==> src/rtl/sr_ff_pkg.sv <==
// Shared definitions for the SR flip-flop bank: invalid-condition modes and
// the decoded per-bit SR command.
package sr_ff_pkg;

    localparam int MODE_HOLD   = 0;
    localparam int MODE_SET    = 1;
    localparam int MODE_RST    = 2;
    localparam int MODE_TOGGLE = 3;

    // Encoding matches {S, R} so decoding is a plain concatenation.
    typedef enum logic [1:0] {
        HOLD = 2'b00,
        CLR  = 2'b01,
        SET  = 2'b10,
        BAD  = 2'b11
    } sr_cmd_t;

    function automatic sr_cmd_t decode_sr(input logic s, input logic r);
        return sr_cmd_t'({s, r});
    endfunction

endpackage

==> src/rtl/sr_ff_cell.sv <==
// One SR storage bit: next-state rule plus the registered forbidden-input flag.
module sr_ff_cell
    import sr_ff_pkg::*;
#(
    parameter int INVALID_MODE = MODE_HOLD
) (
    input  logic clk,
    input  logic rst,
    input  logic s,
    input  logic r,
    output logic q,
    output logic invalid
);

    sr_cmd_t cmd;
    logic    q_next;

    // The response to S=R=1 is fixed at elaboration time by INVALID_MODE.
    always_comb begin
        cmd    = decode_sr(s, r);
        q_next = q;
        case (cmd)
            HOLD: q_next = q;
            CLR:  q_next = 1'b0;
            SET:  q_next = 1'b1;
            BAD: begin
                case (INVALID_MODE)
                    MODE_SET:    q_next = 1'b1;
                    MODE_RST:    q_next = 1'b0;
                    MODE_TOGGLE: q_next = ~q;
                    default:     q_next = q;
                endcase
            end
            default: q_next = q;
        endcase
    end

    always_ff @(posedge clk) begin
        if (rst) begin
            q       <= 1'b0;
            invalid <= 1'b0;
        end else begin
            q       <= q_next;
            invalid <= (cmd == BAD);
        end
    end

endmodule

==> src/rtl/sr_ff.sv <==
// Bank of WIDTH clocked SR flops with complementary outputs and tracking of
// forbidden S=R=1 events (sticky error flag and saturating event counter).
module sr_ff
    import sr_ff_pkg::*;
#(
    parameter int WIDTH        = 1,
    parameter int INVALID_MODE = MODE_HOLD,
    parameter int CNT_W        = 8
) (
    input  logic             clk,
    input  logic             rst,
    input  logic [WIDTH-1:0] S,
    input  logic [WIDTH-1:0] R,
    output logic [WIDTH-1:0] Q,
    output logic [WIDTH-1:0] Qbar,
    output logic [WIDTH-1:0] invalid,
    output logic             err_sticky,
    output logic [CNT_W-1:0] inv_count
);

    logic any_bad;

    for (genvar i = 0; i < WIDTH; i++) begin : g_cell
        sr_ff_cell #(
            .INVALID_MODE(INVALID_MODE)
        ) u_cell (
            .clk    (clk),
            .rst    (rst),
            .s      (S[i]),
            .r      (R[i]),
            .q      (Q[i]),
            .invalid(invalid[i])
        );
    end

    // Qbar has no storage of its own, so it can never disagree with Q.
    assign Qbar    = ~Q;
    assign any_bad = |(S & R);

    // Several bits going bad in the same cycle count as a single event.
    always_ff @(posedge clk) begin
        if (rst) begin
            err_sticky <= 1'b0;
            inv_count  <= '0;
        end else if (any_bad) begin
            err_sticky <= 1'b1;
            if (inv_count != {CNT_W{1'b1}}) begin
                inv_count <= inv_count + CNT_W'(1);
            end
        end
    end

endmodule

==> config.mk <==
export PLATFORM = sky130hd
export DESIGN_NAME = sr_ff
export DESIGN_NICKNAME = d
export VERILOG_FILES = /design/src/rtl/sr_ff_pkg.sv /design/src/rtl/sr_ff_cell.sv /design/src/rtl/sr_ff.sv
export SDC_FILE = /design/constraint.sdc
export NUM_CORES = 1
export LEC_CHECK = 0
export ABC_AREA = 1
export CAP_MARGIN = 5
export CELL_PAD_IN_SITES_DETAIL_PLACEMENT = 1
export CELL_PAD_IN_SITES_GLOBAL_PLACEMENT = 1
export CORE_UTILIZATION = 33
export CTS_BUF_LIST = sky130_fd_sc_hd__clkbuf_4 sky130_fd_sc_hd__clkbuf_8
export DETAILED_ROUTE_END_ITERATION = 6
export GPL_TIMING_DRIVEN = 0
export PLACE_DENSITY = 0.79
export SETUP_SLACK_MARGIN = 0.02
export SLEW_MARGIN = 15
export SYNTH_ARGS = -nofsm -noshare
export SYNTH_HDL_FRONTEND = slang
export SYNTH_SLANG_ARGS = --single-unit
==> constraint.sdc <==
create_clock -name clk -period 1.4 [get_ports clk]
set_clock_uncertainty 0.05 [all_clocks]
set_input_delay 0.14 -clock clk [delete_from_list [all_inputs] [get_ports clk]]
set_output_delay 0.14 -clock clk [all_outputs]
set_load 0.03 [all_outputs]
==> impl_metrics.env, run 1 <==
export IMPL_cts_sinks=11
export IMPL_yosysSeqAreaShare_pct=37.5
export IMPL_num_io_pins=16
export IMPL_nets=111
export IMPL_setup_viol=0
export IMPL_syn_cell_area_sq_um=587
export IMPL_clk_latency_ps=280
export IMPL_cpPeakStageDelay_ps=420
export IMPL_path_cells="dlygate4sd2_1"
export IMPL_whs_ps=425
export IMPL_post_drt_wl_per_cell_microns=12.0
export IMPL_status="finished clean"
export IMPL_cts_setup_buffers=0
export IMPL_via_count=589
export IMPL_antenna_cells=0
export IMPL_path_clk_slew_ps=80
export IMPL_die_width_microns=44.2
export IMPL_holdCritStartpoint="g_cell[0].u_cell.q"
export IMPL_clock_path_buffers=2
export IMPL_initial_utilization_pct=37.2
export IMPL_hold_viol_final=0
export IMPL_tritoncts="done"
export IMPL_track_usage_pct=17.0
export IMPL_layout_common_cells="nand2_1, nor2_1, inv_1, dlygate4sd2_1, dfxtp_1"
export IMPL_cts_root_buffer="clkbuf_4"
export IMPL_syn_inst=84
export IMPL_fp_dieH_microns=44.2
export IMPL_r2r_end="inv_count[0]"
export IMPL_core_sq_um=1580
export IMPL_ff2ff_path_depth=7
export IMPL_cp_top_family="flip-flops"
export IMPL_globalplace_congestion=0.746
export IMPL_drtIter0Drc=3
export IMPL_hpwl_microns=1100
export IMPL_cp_data_required_time_ps=1210
export IMPL_drc_errors=0
export IMPL_rr_startpoint="inv_count[1]"
export IMPL_path_buf_inv=1
export IMPL_viasPerCell=4.95
export IMPL_cp_end_kind="primary output"
export IMPL_dieArea_sq_um=1950
export IMPL_ff2ff_setup_slack_ps=120
export IMPL_worstPathArrival_ps=1120
export IMPL_slowest_stage="dfxtp_1"
export IMPL_final_common_cell="nand2_1"
export IMPL_hold_end="g_cell[0].u_cell.q"
export IMPL_finish_utilization_pct=50.6
export IMPL_yosysTopAreaCell="dfxtp_1"
export IMPL_synth_warnings=0
export IMPL_first_global_vias=562
export IMPL_numPortBuffers=15
export IMPL_drtPass1Iterations=6
export IMPL_worstMarginPinSlew_ps=306
export IMPL_finalCritPeriodShare_pct=93.5
export IMPL_synth_nets=91
export IMPL_rsz0062_at_grt="false"
export IMPL_slew_headroom_pct=79.7
export IMPL_criticalPathCategory="reg -> out"
export IMPL_drt_wl_total_microns=1430
export IMPL_drv_slew=0
export IMPL_power_density_nw_per_um2=872
export IMPL_leakage_nw=0.374
export IMPL_totalPowerFinal_mw=0.696
export IMPL_startpoint_type="flip-flop"
export IMPL_netlist_top_cells_area="dfxtp_1, nand2_1, nor2_1"
export IMPL_ir_worst_vdd_mv=0.535
export IMPL_htreeDepth=1
export IMPL_drive_gt1_share_pct=15.5
export IMPL_synth_top_area_share_pct=37.5
export IMPL_whs_path_depth=2
export IMPL_fin_crit_ps=1310
export IMPL_netlist_cell_type_count=15
export IMPL_num_rows=14
export IMPL_ys_ff_latch=11
export IMPL_antenna_found_initial=0
export IMPL_grt_pass1_wl_microns=2380
export IMPL_cp_max_fo=6
export IMPL_avgSynthCellArea_sq_um=6.99
export IMPL_grt_remaining_overflow=0
export IMPL_grt_max_degree=10
export IMPL_hold_class="reg -> reg"
export IMPL_max_freq_ghz=0.764
export IMPL_cts_buffers=3
export IMPL_area_delta_synth_final_pct=36.0
export IMPL_max_cap_viol_count=0
export IMPL_ant_nets=0
per-stage QoR:
stage	setup TNS [ps]	instances	worst slack, ps	cell area, sq um
after floorplan	0	84	80.3	589
after global placement	-249	115	-139	759
after detailed placement	-416	115	-217	759
after CTS	0	119	28.9	774
after global routing	0	119	17.4	798
final	0	119	91.4	798
state kept, by name, summed over array words and instances (netlist names):
register,flops
inv_count,8
g_cell.u_cell.invalid,1
err_sticky,1
g_cell.u_cell.q,1
routing by layer:
layer / part of all wire, % / up-vias / GRT usage [%]
met3: 5.4 / 4 / 3.67
met2: 48 / 18 / 28.2
li1: - / 302 / -
met1: 44 / 265 / 19.6
met4: 2.0 / 0 / 10.9
met5: 0 / - / 0
power breakdown:
part / switching, mW / internal [mW]
combinational: 0.0683 / 0.0399
sequential: 0.0122 / 0.323
clock: 0.123 / 0.130
cell families (layout without fill, tap and decap cells):
family                     Yosys count  after routing  synth area share, %
xor gates and xnor gates             1              1                 1.49
buffers and inverters               12             31                 8.32
AOI/OAI and AO/OA                   10             10                 8.53
adders and majority gates            3              3                 6.40
DFF                                 11             11                 37.5
and+or+nand+nor                     47             47                 37.7
how the worst max path moves through the flow:
stage                            start  cells after the start           end  slack (ps)
after floorplan           inv_count[1]                      8  inv_count[4]          80
after global placement               S                      8  inv_count[3]        -140
after detailed placement             R                      8  inv_count[3]        -220
after CTS                 inv_count[2]                      1  inv_count[2]          30
after global routing                 R                      9  inv_count[3]          20
final                     inv_count[7]                      1  inv_count[7]          90
final cells by class:
| cell class | count | area [sq um] |
|---|---|---|
| fillers | 207 | 778 |
| multi-input cells | 61 | 337 |
| flip-flops and latches | 11 | 228 |
| repair buffers | 15 | 131 |
| inverters | 11 | 41.3 |
| clock buffers | 4 | 30.0 |
| well taps | 16 | 20.0 |
| plain buffers | 1 | 11.3 |
synthesized netlist by cell type:
library cell / number
xor2_1: 1
a21oi_1: 7
buf_4: 1
inv_1: 11
nor2_4: 2
nor3_1: 1
nand2_4: 2
nor2_1: 14
nand4_1: 1
nand2_1: 19
nand2_2: 1
nand3_1: 7
dfxtp_1: 11
ha_1: 3
o21ai_0: 3
repair_timing:
| item | 4_1_cts | 5_1_grt |
|---|---|---|
| gates resized for setup | 12 | 9 |
| setup endpoints to repair | 12 | 5 |
| hold buffers | 0 | 0 |
| pin swaps | 0 | 2 |
Note: power is estimated with default switching activity, not from simulation.
==> run 2: changes to the inputs <==
- CORE_ASPECT_RATIO: default -> 0.9
- CORE_MARGIN: default -> 4
==> impl_metrics.env, run 2 (synthesis results as in run 1) <==
export IMPL_viasPerCell=4.61
export IMPL_layout_cells_non_filler=127
export IMPL_drv_slew=0
export IMPL_setup_viol=0
export IMPL_hpwl_microns=1120
export IMPL_antenna_cells=0
export IMPL_die_width_microns=52.5
export IMPL_final_fill_count=227
export IMPL_largest_reg_flops=8
export IMPL_path_cells="clkdlybuf4s15_1"
export IMPL_numPortBuffers=15
export IMPL_path_clk_slew_ps=70
export IMPL_layout_common_cells="nand2_1, nor2_1, inv_1, dlygate4sd2_1, dfxtp_1"
export IMPL_slew_headroom_pct=78.7
export IMPL_antenna_found_initial=0
export IMPL_post_drt_wl_per_cell_microns=12.5
export IMPL_tritoncts="done"
export IMPL_core_sq_um=1680
export IMPL_drive_gt1_share_pct=15.5
export IMPL_dieArea_sq_um=2520
export IMPL_worstPathArrival_ps=1130
export IMPL_ir_worst_vdd_mv=0.455
export IMPL_top_register="inv_count"
export IMPL_grt_remaining_overflow=0
export IMPL_num_rows=14
export IMPL_area_delta_synth_final_pct=38.6
export IMPL_ant_nets=0
export IMPL_multi_input_area_sq_um=340
export IMPL_status="finished clean"
export IMPL_criticalPathCategory="reg -> out"
export IMPL_nets=111
export IMPL_drt_wl_total_microns=1580
export IMPL_cts_sinks=11
export IMPL_fin_crit_ps=1320
export IMPL_cp_top_family="flip-flops"
export IMPL_finalCritPeriodShare_pct=94.4
export IMPL_num_io_pins=16
export IMPL_drc_errors=0
export IMPL_cts_root_buffer="clkbuf_4"
export IMPL_cts_setup_buffers=0
export IMPL_first_global_vias=594
export IMPL_hold_viol_final=0
export IMPL_final_seq_area_sq_um=228
export IMPL_cp_data_required_time_ps=1210
export IMPL_hold_class="reg -> reg"
export IMPL_max_freq_ghz=0.757
export IMPL_path_buf_inv=1
export IMPL_globalplace_congestion=0.730
export IMPL_track_usage_pct=14.1
export IMPL_cp_max_fo=6
export IMPL_via_count=586
export IMPL_worstMarginPinSlew_ps=320
export IMPL_clk_latency_ps=270
export IMPL_slowest_stage="dfxtp_1"
export IMPL_final_common_cell="nand2_1"
export IMPL_grt_pass1_wl_microns=2570
export IMPL_cts_buffers=3
export IMPL_cp_end_kind="primary output"
export IMPL_placedCellCount=123
export IMPL_fp_dieH_microns=48.0
export IMPL_grt_max_degree=10
export IMPL_startpoint_type="flip-flop"
export IMPL_htreeDepth=1
export IMPL_drtPass1Iterations=3
export IMPL_power_density_nw_per_um2=847
export IMPL_max_cap_viol_count=0
export IMPL_cpPeakStageDelay_ps=450
export IMPL_leakage_nw=0.373
export IMPL_clock_path_buffers=2
export IMPL_initial_utilization_pct=34.9
export IMPL_drtIter0Drc=5
export IMPL_whs_ps=419
[run 2: layer usage]
| layer | track usage, % | up-vias | routed length, microns |
|---|---|---|---|
| li1 | - | 301 | - |
| met1 | 16.6 | 268 | 699 |
| met2 | 24.8 | 13 | 789 |
| met3 | 3.43 | 4 | 67 |
| met4 | 6.12 | 0 | 25 |
| met5 | 0 | - | 0 |
[run 2: where the power goes]
part	internal [mW]	switching (mW)
registers	0.323	0.0120
clock network	0.130	0.116
logic	0.0388	0.0691
[run 2: layout make-up]
cell class / instances / share of cell area [%]
multi-input combinational: 61 / 41.8
buffer: 1 / 0.923
tap: 24 / 3.69
inverter: 11 / 5.08
clock buffer: 4 / 3.69
timing repair buffer: 15 / 16.8
sequential: 11 / 28.0
[run 2: final timing paths]
kind,to,cells after the start,from,slack (ps)
min,g_cell[0].u_cell.q,2,g_cell[0].u_cell.q,420
min reg2reg,g_cell[0].u_cell.q,2,g_cell[0].u_cell.q,420
max,inv_count[2],1,inv_count[2],80
max reg2reg,inv_count[0],7,inv_count[0],110
[run 2: what timing repair did]
item / CTS / global route
pin swaps: 0 / 3
gates resized for setup: 12 / 8
hold buffers: 0 / 0
endpoints found under the setup margin: 12 / 6
[run 2: through the flow]
step,util [%],instance area [sq um],TNS (ps),worst slack [ps],total power [mW]
after floorplan,-,589,0,80.3,0.408
after global placement,45.8,769,-238,-133,0.456
after detailed placement,45.8,769,-346,-176,0.461
after CTS,46.7,785,0,44.5,0.699
after global routing,48.4,813,-18.0,-18.0,0.721
final,48.4,813,0,78.1,0.689
[run 2: tightest hold or removal path, delay by kind of cell (launching register included)]
family | cells | cell delay (ps)
buffers and inverters | 1 | 60
AOI/OAI and AO/OA | 1 | 60
DFF | 1 | 310
